## config.mk

```make
export PLATFORM = sky130hd
export DESIGN_NAME = arbiter_wrr
export DESIGN_NICKNAME = d
export VERILOG_FILES = /design/src/rtl/arbiter_wrr_pkg.sv /design/src/rtl/arbiter_rr_pick.sv /design/src/rtl/arbiter_wrr.sv
export SDC_FILE = /design/constraint.sdc
export NUM_CORES = 1
export LEC_CHECK = 0
export ABC_AREA = 1
export BUFFER_PORTS_ARGS = -buffer_cell sky130_fd_sc_hd__buf_4
export CORE_ASPECT_RATIO = 0.75
export CORE_MARGIN = 4
export CORE_UTILIZATION = 46
export CTS_CLUSTER_SIZE = 25
export DETAILED_ROUTE_END_ITERATION = 8
export PLACE_DENSITY = 0.76
export RECOVER_POWER = 25
export SYNTH_ARGS = -nofsm -noshare
export SYNTH_HDL_FRONTEND = slang
export SYNTH_SLANG_ARGS = --single-unit
```

## constraint.sdc

```tcl
create_clock -name clk -period 2.1 [get_ports clk]
set_input_delay 0.42 -clock clk [delete_from_list [all_inputs] [get_ports clk]]
set_output_delay 0.42 -clock clk [all_outputs]
set_load 0.1 [all_outputs]
```

## src/rtl/arbiter_wrr_pkg.sv

```systemverilog
// Shared definitions for the weighted round-robin arbiter: FSM state encoding
// and the width helper used to size grant_id.
package arbiter_wrr_pkg;

  typedef enum logic {
    ARB_IDLE  = 1'b0,
    ARB_GRANT = 1'b1
  } arb_state_e;

  function automatic int arb_clog2(input int n);
    int r;
    r = 0;
    while ((1 << r) < n) r++;
    return r;
  endfunction

endpackage

```

## src/rtl/arbiter_rr_pick.sv

```systemverilog
// Combinational rotating-priority picker: returns the first set request bit
// at or after index 'start', wrapping modulo NUM_PORTS.
module arbiter_rr_pick #(
  parameter int NUM_PORTS = 6,
  parameter int ID_W      = 3
) (
  input  logic [NUM_PORTS-1:0] request,
  input  logic [ID_W-1:0]      start,
  output logic                 found,
  output logic [ID_W-1:0]      pick_idx,
  output logic [NUM_PORTS-1:0] pick_onehot
);

  localparam int DW = 2 * NUM_PORTS;

  logic [DW-1:0] dbl_req;
  logic [DW-1:0] keep_mask;
  logic [DW-1:0] masked;

  // The upper copy covers the wrapped part of the scan, so the lowest set bit
  // of the masked double-width vector is the rotating-priority winner.
  assign dbl_req   = {request, request};
  assign keep_mask = ~((DW'(1) << start) - DW'(1));
  assign masked    = dbl_req & keep_mask;

  always_comb begin
    found    = 1'b0;
    pick_idx = '0;
    for (int i = DW - 1; i >= 0; i--) begin
      if (masked[i]) begin
        found    = 1'b1;
        pick_idx = (i >= NUM_PORTS) ? ID_W'(i - NUM_PORTS) : ID_W'(i);
      end
    end
  end

  assign pick_onehot = found ? (NUM_PORTS'(1) << pick_idx) : '0;

endmodule

```

## src/rtl/arbiter_wrr.sv

```systemverilog
// Weighted round-robin arbiter: the owner keeps a registered grant for up to
// its weight in consecutive cycles, then ownership rotates to the next requester.
module arbiter_wrr
  import arbiter_wrr_pkg::*;
#(
  parameter int NUM_PORTS = 6,
  parameter int WEIGHT_W  = 4,
  parameter int ID_W      = arb_clog2(NUM_PORTS)
) (
  input  logic                          clk,
  input  logic                          rst,
  input  logic [NUM_PORTS-1:0]          request,
  input  logic [NUM_PORTS*WEIGHT_W-1:0] weight,
  output logic [NUM_PORTS-1:0]          grant,
  output logic [ID_W-1:0]               grant_id,
  output logic                          active,
  output logic                          quota_end
);

  arb_state_e           state, state_next;
  logic [WEIGHT_W-1:0]  cnt, cnt_next;
  logic [ID_W-1:0]      last, last_next;
  logic [ID_W-1:0]      grant_id_next;
  logic [NUM_PORTS-1:0] grant_next;
  logic                 quota_end_next;

  logic [ID_W-1:0]      start_idx;
  logic                 found;
  logic [ID_W-1:0]      pick_idx;
  logic [NUM_PORTS-1:0] pick_onehot;
  logic [WEIGHT_W-1:0]  pick_weight;
  logic                 rearb;

  assign start_idx   = (last == ID_W'(NUM_PORTS - 1)) ? '0 : last + ID_W'(1);
  assign pick_weight = weight[pick_idx*WEIGHT_W +: WEIGHT_W];

  arbiter_rr_pick #(
    .NUM_PORTS (NUM_PORTS),
    .ID_W      (ID_W)
  ) u_pick (
    .request     (request),
    .start       (start_idx),
    .found       (found),
    .pick_idx    (pick_idx),
    .pick_onehot (pick_onehot)
  );

  // Tenure ends on early release or an exhausted count; rearbitration happens
  // on that same edge so handovers never leave an idle cycle.
  assign rearb = (state == ARB_IDLE) || !request[grant_id] || (cnt == '0);

  always_comb begin
    state_next    = state;
    cnt_next      = cnt;
    last_next     = last;
    grant_next    = grant;
    grant_id_next = grant_id;
    if (rearb) begin
      if (found) begin
        state_next    = ARB_GRANT;
        grant_next    = pick_onehot;
        grant_id_next = pick_idx;
        last_next     = pick_idx;
        cnt_next      = (pick_weight == '0) ? '0 : pick_weight - WEIGHT_W'(1);
      end else begin
        state_next = ARB_IDLE;
        grant_next = '0;
      end
    end else begin
      cnt_next = cnt - WEIGHT_W'(1);
    end
    quota_end_next = (state_next == ARB_GRANT) && (cnt_next == '0);
  end

  always_ff @(posedge clk) begin
    if (rst) begin
      state     <= ARB_IDLE;
      cnt       <= '0;
      last      <= ID_W'(NUM_PORTS - 1);
      grant     <= '0;
      grant_id  <= '0;
      quota_end <= 1'b0;
    end else begin
      state     <= state_next;
      cnt       <= cnt_next;
      last      <= last_next;
      grant     <= grant_next;
      grant_id  <= grant_id_next;
      quota_end <= quota_end_next;
    end
  end

  assign active = |grant;

endmodule

```

==> results of run 1 <==
repair_timing:
item	4_1_cts	5_1_grt
pin swaps	23	8
cloned	1	0
setup endpoints to repair	5	14
resized for setup	26	14
setup buffers	8	0
registers in the layout (all words and copies together), names as in the netlist:
register and flops:
last 2, grant_id 3, cnt 4, state 1, quota_end 1, grant 6
kinds of logic after synthesis:
| logic type | Yosys count | share of synthesized area |
|---|---|---|
| adder cells (fa/ha/maj) | 2 | 0.01843 |
| AO/OA/AOI/OAI | 37 | 0.1558 |
| flip-flops | 17 | 0.2507 |
| buffers and inverters | 34 | 0.1106 |
| AND/OR/NAND/NOR | 140 | 0.4645 |
path summary, 6_finish.rpt:
path | startpoint | depth (start not counted) | slack (ns) | endpoint
hold / removal | rst | 2 | 0.45 | grant[5]
hold reg to reg | grant[5] | 2 | 0.49 | grant[5]
setup / recovery | last[0] | 23 | -0.36 | quota_end
setup reg to reg | last[0] | 23 | -0.36 | quota_end
cell usage in the layout (no fill, tap or decap), types with 3 or more instances in the layout:
| cell type | synthesis | routed |
|---|---|---|
| sky130_fd_sc_hd__nor2_2 | 2 | 4 |
| sky130_fd_sc_hd__nand2_2 | 10 | 18 |
| sky130_fd_sc_hd__inv_4 | 0 | 3 |
| sky130_fd_sc_hd__o21ai_0 | 14 | 13 |
| sky130_fd_sc_hd__buf_6 | 2 | 3 |
| sky130_fd_sc_hd__dfxtp_1 | 17 | 12 |
| sky130_fd_sc_hd__nand3_2 | 2 | 10 |
| sky130_fd_sc_hd__dfxtp_4 | 0 | 3 |
| sky130_fd_sc_hd__clkbuf_8 | 0 | 3 |
| sky130_fd_sc_hd__inv_1 | 23 | 22 |
| sky130_fd_sc_hd__nand2_4 | 2 | 3 |
| sky130_fd_sc_hd__nand2_1 | 71 | 61 |
| sky130_fd_sc_hd__nor2_1 | 22 | 18 |
| sky130_fd_sc_hd__nand3_1 | 24 | 15 |
| sky130_fd_sc_hd__nand4_1 | 4 | 4 |
| sky130_fd_sc_hd__buf_4 | 2 | 79 |
| sky130_fd_sc_hd__clkbuf_2 | 0 | 3 |
| sky130_fd_sc_hd__a21oi_1 | 14 | 14 |
| sky130_fd_sc_hd__inv_2 | 6 | 4 |
per-stage QoR:
| step | setup TNS, ns | instances | utilization |
|---|---|---|---|
| 3_3_place_gp | -1.060 | 338 | 0.7183 |
| 5_1_grt | -2.768 | 351 | 0.8180 |
| 4_1_cts | -0.6483 | 351 | 0.8038 |
| 3_5_place_dp | -1.451 | 338 | 0.7183 |
| 2_1_floorplan | -0.06138 | 230 | - |
| 6_report | -1.536 | 351 | 0.8180 |
worst reg2reg max path, delay by kind of cell (launching register included):
| family | cells | cell delay, ns |
|---|---|---|
| buffers and inverters | 2 | 0.19 |
| adder cells (fa/ha/maj) | 1 | 0.13 |
| AO/OA/AOI/OAI | 1 | 0.20 |
| AND/OR/NAND/NOR | 19 | 1.47 |
| flip-flops | 1 | 0.38 |
final cells by class:
type	instances	area share
multi-input combinational	180	0.4595
clock buffer	3	0.01854
inverter	29	0.05225
clock inverter	1	0.002247
tap	36	0.02022
timing repair buffer	85	0.2882
sequential	17	0.1590
layer usage:
layer  vias to the layer above  part of all wire
li1                        914                 -
met1                       864              0.41
met2                        93              0.49
met3                        17             0.070
met4                         0             0.025
met5                         -                 0
==> out/results.md, run 1 <==
- **status** finished, violations left
- **violated checks** negative setup slack
- **biggest fanout along the worst timing path** 5
- **Setup WS pre-CTS** -0.3399 ns
- **register cell area after layout** 354.1 um^2
- **mean post-synth cell area** 5.902 um^2
- **met1 usage** 0.2780
- **global-route usage over all layers** 0.2389
- **standard cell core area** 2723 um^2
- **Port Buffer Count** 42
- **count of final hold-check violations** 0
- **GR Overflow Total** 0
- **master of the slowest instance on the critical path** sky130_fd_sc_hd__dfxtp_4
- **Multi-input gate area** 1023 um^2
- **detailed placer's ending HPWL** 3.167 mm
- **number of H-tree levels** 1
- **critical path's largest stage delay** 0.38 ns
- **synth cell count leaders** 71 x sky130_fd_sc_hd__nand2_1, 24 x sky130_fd_sc_hd__nand3_1, 23 x sky130_fd_sc_hd__inv_1
- **TritonCTS buffer count** 3
- **clock tree root buffer cell** sky130_fd_sc_hd__clkbuf_8
- **area of the die** 3893 um^2
- **post-route clock skew** 0.0008091 ns
- **wire length of the first global-routing pass** 7.341 mm
- **number of nets still failing antenna checks after routing** 0
- **instance area after placement** 1956 um^2
- **syn_nets** 264
- **distinct cell type count after synthesis** 27
- **achievable clock frequency** 0.4059 GHz
- **worst hold slack after final layout** 0.4492 ns
- **ordered list of cells on the worst path** inv_4, nand3_4, ha_4, nand2_2, nand2_2, nand2_1, nand2_1, nand2_1, nand2_1, nand2_2, nand2_4, nand2_8, buf_4, nand3_1, nand2_1, o21ai_2, nand3_2, nand2_2, nand3_2, nand2_1, nand2_1, nand2_1, nor2_1
- **drt via density** 5.379
- **number of antenna violations at the first check in global routing** 0
- **DRC** 0
- **Tightest Hold Check Type** input pin to flop
- **minimum clock period after layout** 2.464 ns
- **number of standard-cell rows in the floorplan** 16
- **gate count of the mapped netlist** 230
- **layer with the highest usage after global routing** met2
- **type of the worst setup path** flop to flop
- **clock buffer depth** 2
- **final non-filler cell area** 2227 um^2
- **wirelength, routed** 5.002 mm
- **library cell occupying the most area in the post-synthesis netlist** sky130_fd_sc_hd__dfxtp_1
- **routability congestion estimate from global placement** 0.8739
- **CP Buf/Inv Count** 2
- **fraction of synthesis flops using an asynchronous set or reset pin** 0
- **Tcrit/Tclk final** 1.173
- **most frequent CP cell** sky130_fd_sc_hd__nand2_1
- **clock slew at reported path FFs** 0.07 ns
- **Critical Path Sink Type** flop
- **CTS tree** done
- **length of the first detailed-routing pass in iterations** 4
- **worst-case setup margin in the final layout** -0.3639 ns
- **clock tree sinks** 17
- **starting utilization of the core area** 0.4986
- **YS warnings** 0
- **max capacitance violation total** 0
- **share of layout cells above drive strength 1** 0.4698
- **portion of synthesized cell area occupied by the leading cell type** 0.2507
- **Avg WL per Cell** 14.25 um
- **growth of design area from synthesis to finish** 64.06%
- **number of vias in the routed layout** 1888
- **clock insertion delay at the later pin of the skew report** 0.25 ns
- **Final Slew Violations** 0
- **most numerous cell in the Yosys netlist** sky130_fd_sc_hd__nand2_1
- **Startpoint Class** flop
- **met3 track demand over resource** 0.05596
- **most used flip-flop cell after synthesis** sky130_fd_sc_hd__dfxtp_1
- **pin count of the biggest net entering global routing** 15
- **setup-violating endpoint count in the final report** 6
- **x dimension of the die** 70.73 um
- **unrepaired setup endpoints after global routing** yes
- **net count reported at finish** 350
- **Worst EP arrival** 2.62 ns
- **Post-CTS Hold Buffers** 0
- **fill cell instance count of the final layout** 198
- **die boundary height** 55.05 um
- **share of the yosys chip area belonging to registers** 0.2507
- **initial DRC count** 186
- **Synth Cell Area** 1358 um^2
- **global-route track usage on met2** 0.4354
- **main area contributors after synthesis** sky130_fd_sc_hd__dfxtp_1 25%, sky130_fd_sc_hd__nand2_1 20%, sky130_fd_sc_hd__nand3_1 8.8%, sky130_fd_sc_hd__inv_1 6.4%, sky130_fd_sc_hd__nor2_1 6.1%
- **number of enable flip-flop cells after synthesis** 0
- **slew at the pin closest to its max-slew limit** 0.5475 ns
- **number of antenna repair diodes** 0
- **family with the most delay on the worst path** simple AND/OR/NAND/NOR gates
- **required time of the worst setup path** 2.26 ns
- **Boundary Pins** 43
- **synthesized flop and latch total** 17
- **worst-case headroom to the max-slew limit** 0.6365
- **vias in the first global route** 1725
Power of run 1 is left out: the tool's default activity adds up to more than one toggle a clock period on the data nets, which glitch-free logic cannot reach.
==> run 2, diff against run 1 <==
==> constraint.sdc (replaced) <==
create_clock -name clk -period 2.2 [get_ports clk]
set_input_delay 0.44 -clock clk [delete_from_list [all_inputs] [get_ports clk]]
set_output_delay 0.44 -clock clk [all_outputs]
set_load 0.1 [all_outputs]
==> out/results.md, run 2 (synthesized netlist as in run 1, its figures left out) <==
- **status** finished, violations left
- **violated checks** negative setup slack
- **number of H-tree levels** 1, unchanged
- **GR Overflow Total** 0, unchanged
- **share of layout cells above drive strength 1** 0.4695, about the same
- **DRC** 0, unchanged
- **register cell area after layout** 351.6 um^2, -0.71%
- **critical path's largest stage delay** 0.38 ns, about the same
- **detailed placer's ending HPWL** 3.234 mm, +2.1%
- **Tightest Hold Check Type** input pin to flop
- **Tcrit/Tclk final** 1.068, -0.1053
- **x dimension of the die** 70.73 um, unchanged
- **standard cell core area** 2723 um^2, unchanged
- **global-route usage over all layers** 0.2228, -0.01616
- **setup-violating endpoint count in the final report** 5, -1
- **minimum clock period after layout** 2.350 ns, -0.1143 ns
- **routability congestion estimate from global placement** 0.8694, -0.51%
- **wirelength, routed** 4.482 mm, -10%
- **required time of the worst setup path** 2.39 ns, +0.13 ns
- **biggest regs** grant (6), cnt (4), grant_id (3)
- **Critical Path Sink Type** flop
- **Boundary Pins** 43, unchanged
- **Port Buffer Count** 42, unchanged
- **master of the slowest instance on the critical path** sky130_fd_sc_hd__dfxtp_4
- **Multi-input gate area** 1020 um^2, -0.37%
- **TritonCTS buffer count** 3, unchanged
- **clock buffer depth** 2, unchanged
- **most common cell after layout, fill and taps aside** sky130_fd_sc_hd__buf_4
- **length of the first detailed-routing pass in iterations** 4, unchanged
- **most frequent cells in the layout** 73 x sky130_fd_sc_hd__buf_4, 59 x sky130_fd_sc_hd__nand2_1, 22 x sky130_fd_sc_hd__inv_1
- **post-route clock skew** 0.002192 ns, +0.001383 ns
- **biggest fanout along the worst timing path** 6, +1
- **clock slew at reported path FFs** 0.07 ns, about the same
- **die boundary height** 55.05 um, unchanged
- **Largest register FFs** 6, unchanged
- **starting utilization of the core area** 0.4986, unchanged
- **instance area after placement** 1942 um^2, -0.70%
- **worst-case headroom to the max-slew limit** 0.2228, -0.4137
- **Final Slew Violations** 0, unchanged
- **family with the most delay on the worst path** simple AND/OR/NAND/NOR gates
- **final non-filler cell area** 2208 um^2, -0.84%
- **number of antenna repair diodes** 0, unchanged
- **clock tree root buffer cell** sky130_fd_sc_hd__clkbuf_8
- **number of nets still failing antenna checks after routing** 0, unchanged
- **unrepaired setup endpoints after global routing** yes
- **number of antenna violations at the first check in global routing** 0, unchanged
- **CTS tree** done
- **Startpoint Class** flop
- **Avg WL per Cell** 12.92 um, -9.4%
- **clock tree sinks** 17, unchanged
- **drt via density** 5.187, -3.6%
- **wire length of the first global-routing pass** 6.941 mm, -5.4%
- **pin count of the biggest net entering global routing** 15, unchanged
- **Worst EP arrival** 2.54 ns, -0.08 ns
- **most frequent CP cell** sky130_fd_sc_hd__nand2_1
- **number of vias in the routed layout** 1800, -4.7%
- **growth of design area from synthesis to finish** 62.67%
- **worst-case setup margin in the final layout** -0.1496 ns, +0.2143 ns
- **slew at the pin closest to its max-slew limit** 1.171 ns, +0.6232 ns
- **area of the die** 3893 um^2, unchanged
- **achievable clock frequency** 0.4256 GHz, +4.9%
- **initial DRC count** 162, -13%
- **count of final hold-check violations** 0, unchanged
- **Most flops, register** grant
- **clock insertion delay at the later pin of the skew report** 0.25 ns, about the same
- **number of standard-cell rows in the floorplan** 16, unchanged
- **net count reported at finish** 346, -1.1%
- **CP Buf/Inv Count** 3, +1
- **fill cell instance count of the final layout** 208, +5.1%
- **max capacitance violation total** 0, unchanged
- **vias in the first global route** 1605, -7.0%
- **type of the worst setup path** flop to flop
run 2: cell types whose count changed in the layout (fill, tap and decap cells not counted), moves of 2 or more:
cell	previous run	this run
sky130_fd_sc_hd__buf_12	0	2
sky130_fd_sc_hd__nand2_2	18	20
sky130_fd_sc_hd__inv_2	4	6
sky130_fd_sc_hd__inv_4	3	1
sky130_fd_sc_hd__nand3_2	10	14
sky130_fd_sc_hd__nor2_2	4	1
sky130_fd_sc_hd__buf_4	79	73
sky130_fd_sc_hd__nand2_1	61	59
sky130_fd_sc_hd__nor2_1	18	21
sky130_fd_sc_hd__nand3_1	15	12
run 2: worst register-to-register path, delay by kind of cell, from the launching register on:
kind            cells  cell delay, ns
buf+inv             3            0.31
fa+ha+maj           1            0.13
flops               1            0.38
simple gates       20            1.36
compound gates      1            0.13
run 2: metal layers:
| layer | share of wire | vias up | wire, um | track usage |
|---|---|---|---|---|
| li1 | - | 903 | - | - |
| met1 | 0.44 | 817 | 1992 | 0.2816 |
| met2 | 0.49 | 74 | 2175 | 0.4154 |
| met3 | 0.063 | 6 | 281 | 0.04513 |
| met4 | 0.0071 | 0 | 32 | 0.01875 |
| met5 | 0 | - | 0 | 0 |
run 2: final timing paths:
check	from	endpoint	slack, ns	cells past startpoint
worst max-delay path	last[2]	quota_end	-0.15	25
worst min-delay path	rst	grant_id[0]	0.45	2
worst max register to register	last[2]	quota_end	-0.15	25
worst min register to register	grant[3]	grant[3]	0.48	2
run 2: per-stage QoR:
stage	util	hold slack, ns	cells	setup TNS (ns)	worst slack (ns)
6_report	0.8111	0.4522	347	-0.5501	-0.1496
5_1_grt	0.8111	0.4569	347	-1.471	-0.3635
4_1_cts	0.7753	0.4528	344	-0.2201	-0.08724
3_5_place_dp	0.7132	0.4727	334	-0.7056	-0.1900
3_3_place_gp	0.7132	0.4706	334	-0.4043	-0.1496
2_1_floorplan	-	0.4968	230	0	0.02816
run 2: final cells by class:
cell class              count  share of cell area
inverters                  29             0.05042
flip-flops and latches     17              0.1592
repair buffers             82              0.2873
multi-input cells         179              0.4618
well taps                  36             0.02040
clock inverters             1            0.002266
clock buffers               3             0.01870
run 2: what timing repair did:
action                                  4_1_cts  5_1_grt
pin swaps                                    20       24
gates resized for setup                      22       23
endpoints found under the setup margin        5        7
buffers inserted                              6        3
hold buffers                                  0        0
Power of run 2 is left out for the same reason.
==> run 3, diff against run 2 <==
==> constraint.sdc (replaced) <==
create_clock -name clk -period 2.2 [get_ports clk]
set_input_delay 0.55 -clock clk [delete_from_list [all_inputs] [get_ports clk]]
set_output_delay 0.55 -clock clk [all_outputs]
set_load 0.1 [all_outputs]
==> out/results.md, run 3 (synthesized netlist as in run 1, its figures left out) <==
- **required time of the worst setup path** 2.39 ns, about the same
- **Avg WL per Cell** 15.65 um, +21%
- **standard cell core area** 2723 um^2, unchanged
- **met1 usage** 0.2939, +0.01231
- **wire length of the first global-routing pass** 7.596 mm, +9.4%
- **clock tree sinks** 17, unchanged
- **CP Buf/Inv Count** 2, -1
- **met3 track demand over resource** 0.05596, +0.01083
- **status** finished, violations left
- **minimum clock period after layout** 2.571 ns, +0.2209 ns
- **global-route track usage on met2** 0.4277, +0.01231
- **length of the first detailed-routing pass in iterations** 7, +3
- **number of vias in the routed layout** 2036, +13%
- **Most flops, register** grant
- **unrepaired setup endpoints after global routing** yes
- **number of antenna repair diodes** 0, unchanged
- **area of the die** 3893 um^2, unchanged
- **layer with the highest usage after global routing** met2
- **share of layout cells above drive strength 1** 0.5213, +0.05189
- **worst hold slack after final layout** 0.5022 ns, +0.05002 ns
- **biggest regs** grant (6), cnt (4), grant_id (3)
- **Boundary Pins** 43, unchanged
- **starting utilization of the core area** 0.4986, unchanged
- **TritonCTS buffer count** 3, unchanged
- **drt via density** 5.593, +7.8%
- **biggest fanout along the worst timing path** 8, +2
- **CTS tree** done
- **Tightest Hold Check Type** flop to flop
- **violated checks** negative setup slack
- **worst-case headroom to the max-slew limit** 0.6396, +0.4168
- **Startpoint Class** flop
- **post-route clock skew** 0.001969 ns, -0.0002231 ns
- **most common cell after layout, fill and taps aside** sky130_fd_sc_hd__buf_4
- **Setup WS pre-CTS** -0.2906 ns, -0.1006 ns
- **Critical Path Sink Type** flop
- **core utilization of the finished layout** 0.8755, +0.06434
- **critical path's largest stage delay** 0.37 ns, about the same
- **Final Slew Violations** 0, unchanged
- **global-route usage over all layers** 0.2475, +0.02477
- **clock insertion delay at the later pin of the skew report** 0.25 ns, about the same
- **routability congestion estimate from global placement** 0.8631, -0.72%
- **type of the worst setup path** flop to flop
- **Post-CTS Hold Buffers** 0, unchanged
- **x dimension of the die** 70.73 um, unchanged
- **number of nets still failing antenna checks after routing** 0, unchanged
- **master of the slowest instance on the critical path** sky130_fd_sc_hd__dfxtp_4
- **worst-case setup margin in the final layout** -0.3705 ns, -0.2209 ns
- **most frequent cells in the layout** 87 x sky130_fd_sc_hd__buf_4, 58 x sky130_fd_sc_hd__nand2_1, 22 x sky130_fd_sc_hd__inv_1
- **number of standard-cell rows in the floorplan** 16, unchanged
- **ordered list of cells on the worst path** inv_4, nand3_4, ha_4, nand2_2, nand2_2, nand2_1, nand2_1, nand2_1, nand2_1, nand2_2, nand2_4, buf_6, nand3_2, nand2_1, nand2_1, nand3_2, nand2_4, nor2_1, nor2_1, nand2_1, a21oi_2, nand2_1, nor2_1
- **clock buffer depth** 2, unchanged
- **GR Overflow Total** 0, unchanged
- **clock slew at reported path FFs** 0.07 ns, about the same
- **detailed placer's ending HPWL** 3.042 mm, -6.0%
- **Setup TNS** -1.530 ns, -0.9796 ns
- **max capacitance violation total** 0, unchanged
- **count of final hold-check violations** 0, unchanged
- **vias in the first global route** 1776, +11%
- **setup-violating endpoint count in the final report** 10, +5
- **slew at the pin closest to its max-slew limit** 0.5429 ns, -0.6279 ns
- **Tcrit/Tclk final** 1.168, +0.1004
- **growth of design area from synthesis to finish** 75.58%
- **Worst EP arrival** 2.76 ns, +0.22 ns
- **most frequent CP cell** sky130_fd_sc_hd__nand2_1
- **family with the most delay on the worst path** simple AND/OR/NAND/NOR gates
- **number of H-tree levels** 1, unchanged
- **clock tree root buffer cell** sky130_fd_sc_hd__clkbuf_8
- **Largest register FFs** 6, unchanged
- **wirelength, routed** 5.695 mm, +27%
- **net count reported at finish** 363, +4.9%
- **number of antenna violations at the first check in global routing** 0, unchanged
- **Port Buffer Count** 42, unchanged
- **pin count of the biggest net entering global routing** 15, unchanged
- **die boundary height** 55.05 um, unchanged
- **achievable clock frequency** 0.3890 GHz, -8.6%
- **initial DRC count** 258, +59%
- **DRC** 0, unchanged
[run 3: changes by cell type in the layout (fill, tap and decap cells not counted), sizes merged]
cell	change
nand2	+1
buf	+16
[run 3: repair_timing]
action / CTS / global route
resized for setup: 30 / 34
pin swaps: 19 / 28
gates cloned: 1 / 0
buffers inserted: 21 / 6
setup endpoints to repair: 11 / 14
[run 3: through the flow]
step	instance area (um^2)	instances
6_report	2384	364
5_1_grt	2384	364
4_1_cts	2227	358
3_5_place_dp	1909	333
3_3_place_gp	1909	333
2_1_floorplan	1365	230
[run 3: metal layers]
metal	vias to the layer above	part of all wire	wire (um)
li1	942	-	-
met1	911	0.38	2170
met2	142	0.48	2715
met3	41	0.091	521
met4	0	0.051	288
met5	-	0	0
[run 3: area by class of cell]
class | instances | area, um^2
Tap cell | 36 | 45.04
Sequential cell | 17 | 356.6
Multi-Input combinational cell | 180 | 1071
Inverter | 29 | 118.9
Timing Repair Buffer | 98 | 745.7
Fill cell | 147 | 339.1
Clock inverter | 1 | 5.005
Clock buffer | 3 | 41.29
[run 3: final timing paths]
kind,startpoint,end,slack (ns),depth (start not counted)
setup / recovery,last[0],quota_end,-0.37,23
hold / removal,grant[5],grant[5],0.50,2
setup reg to reg,last[0],quota_end,-0.37,23
hold reg to reg,grant[5],grant[5],0.50,2
[run 3: worst min-delay path: cells and delay by family, from the launching register on]
family | cells | cell delay, ns
flip-flops | 1 | 0.32
AND/OR/NAND/NOR | 1 | 0.07
AO/OA/AOI/OAI | 1 | 0.06
Power of run 3 is left out for the same reason.
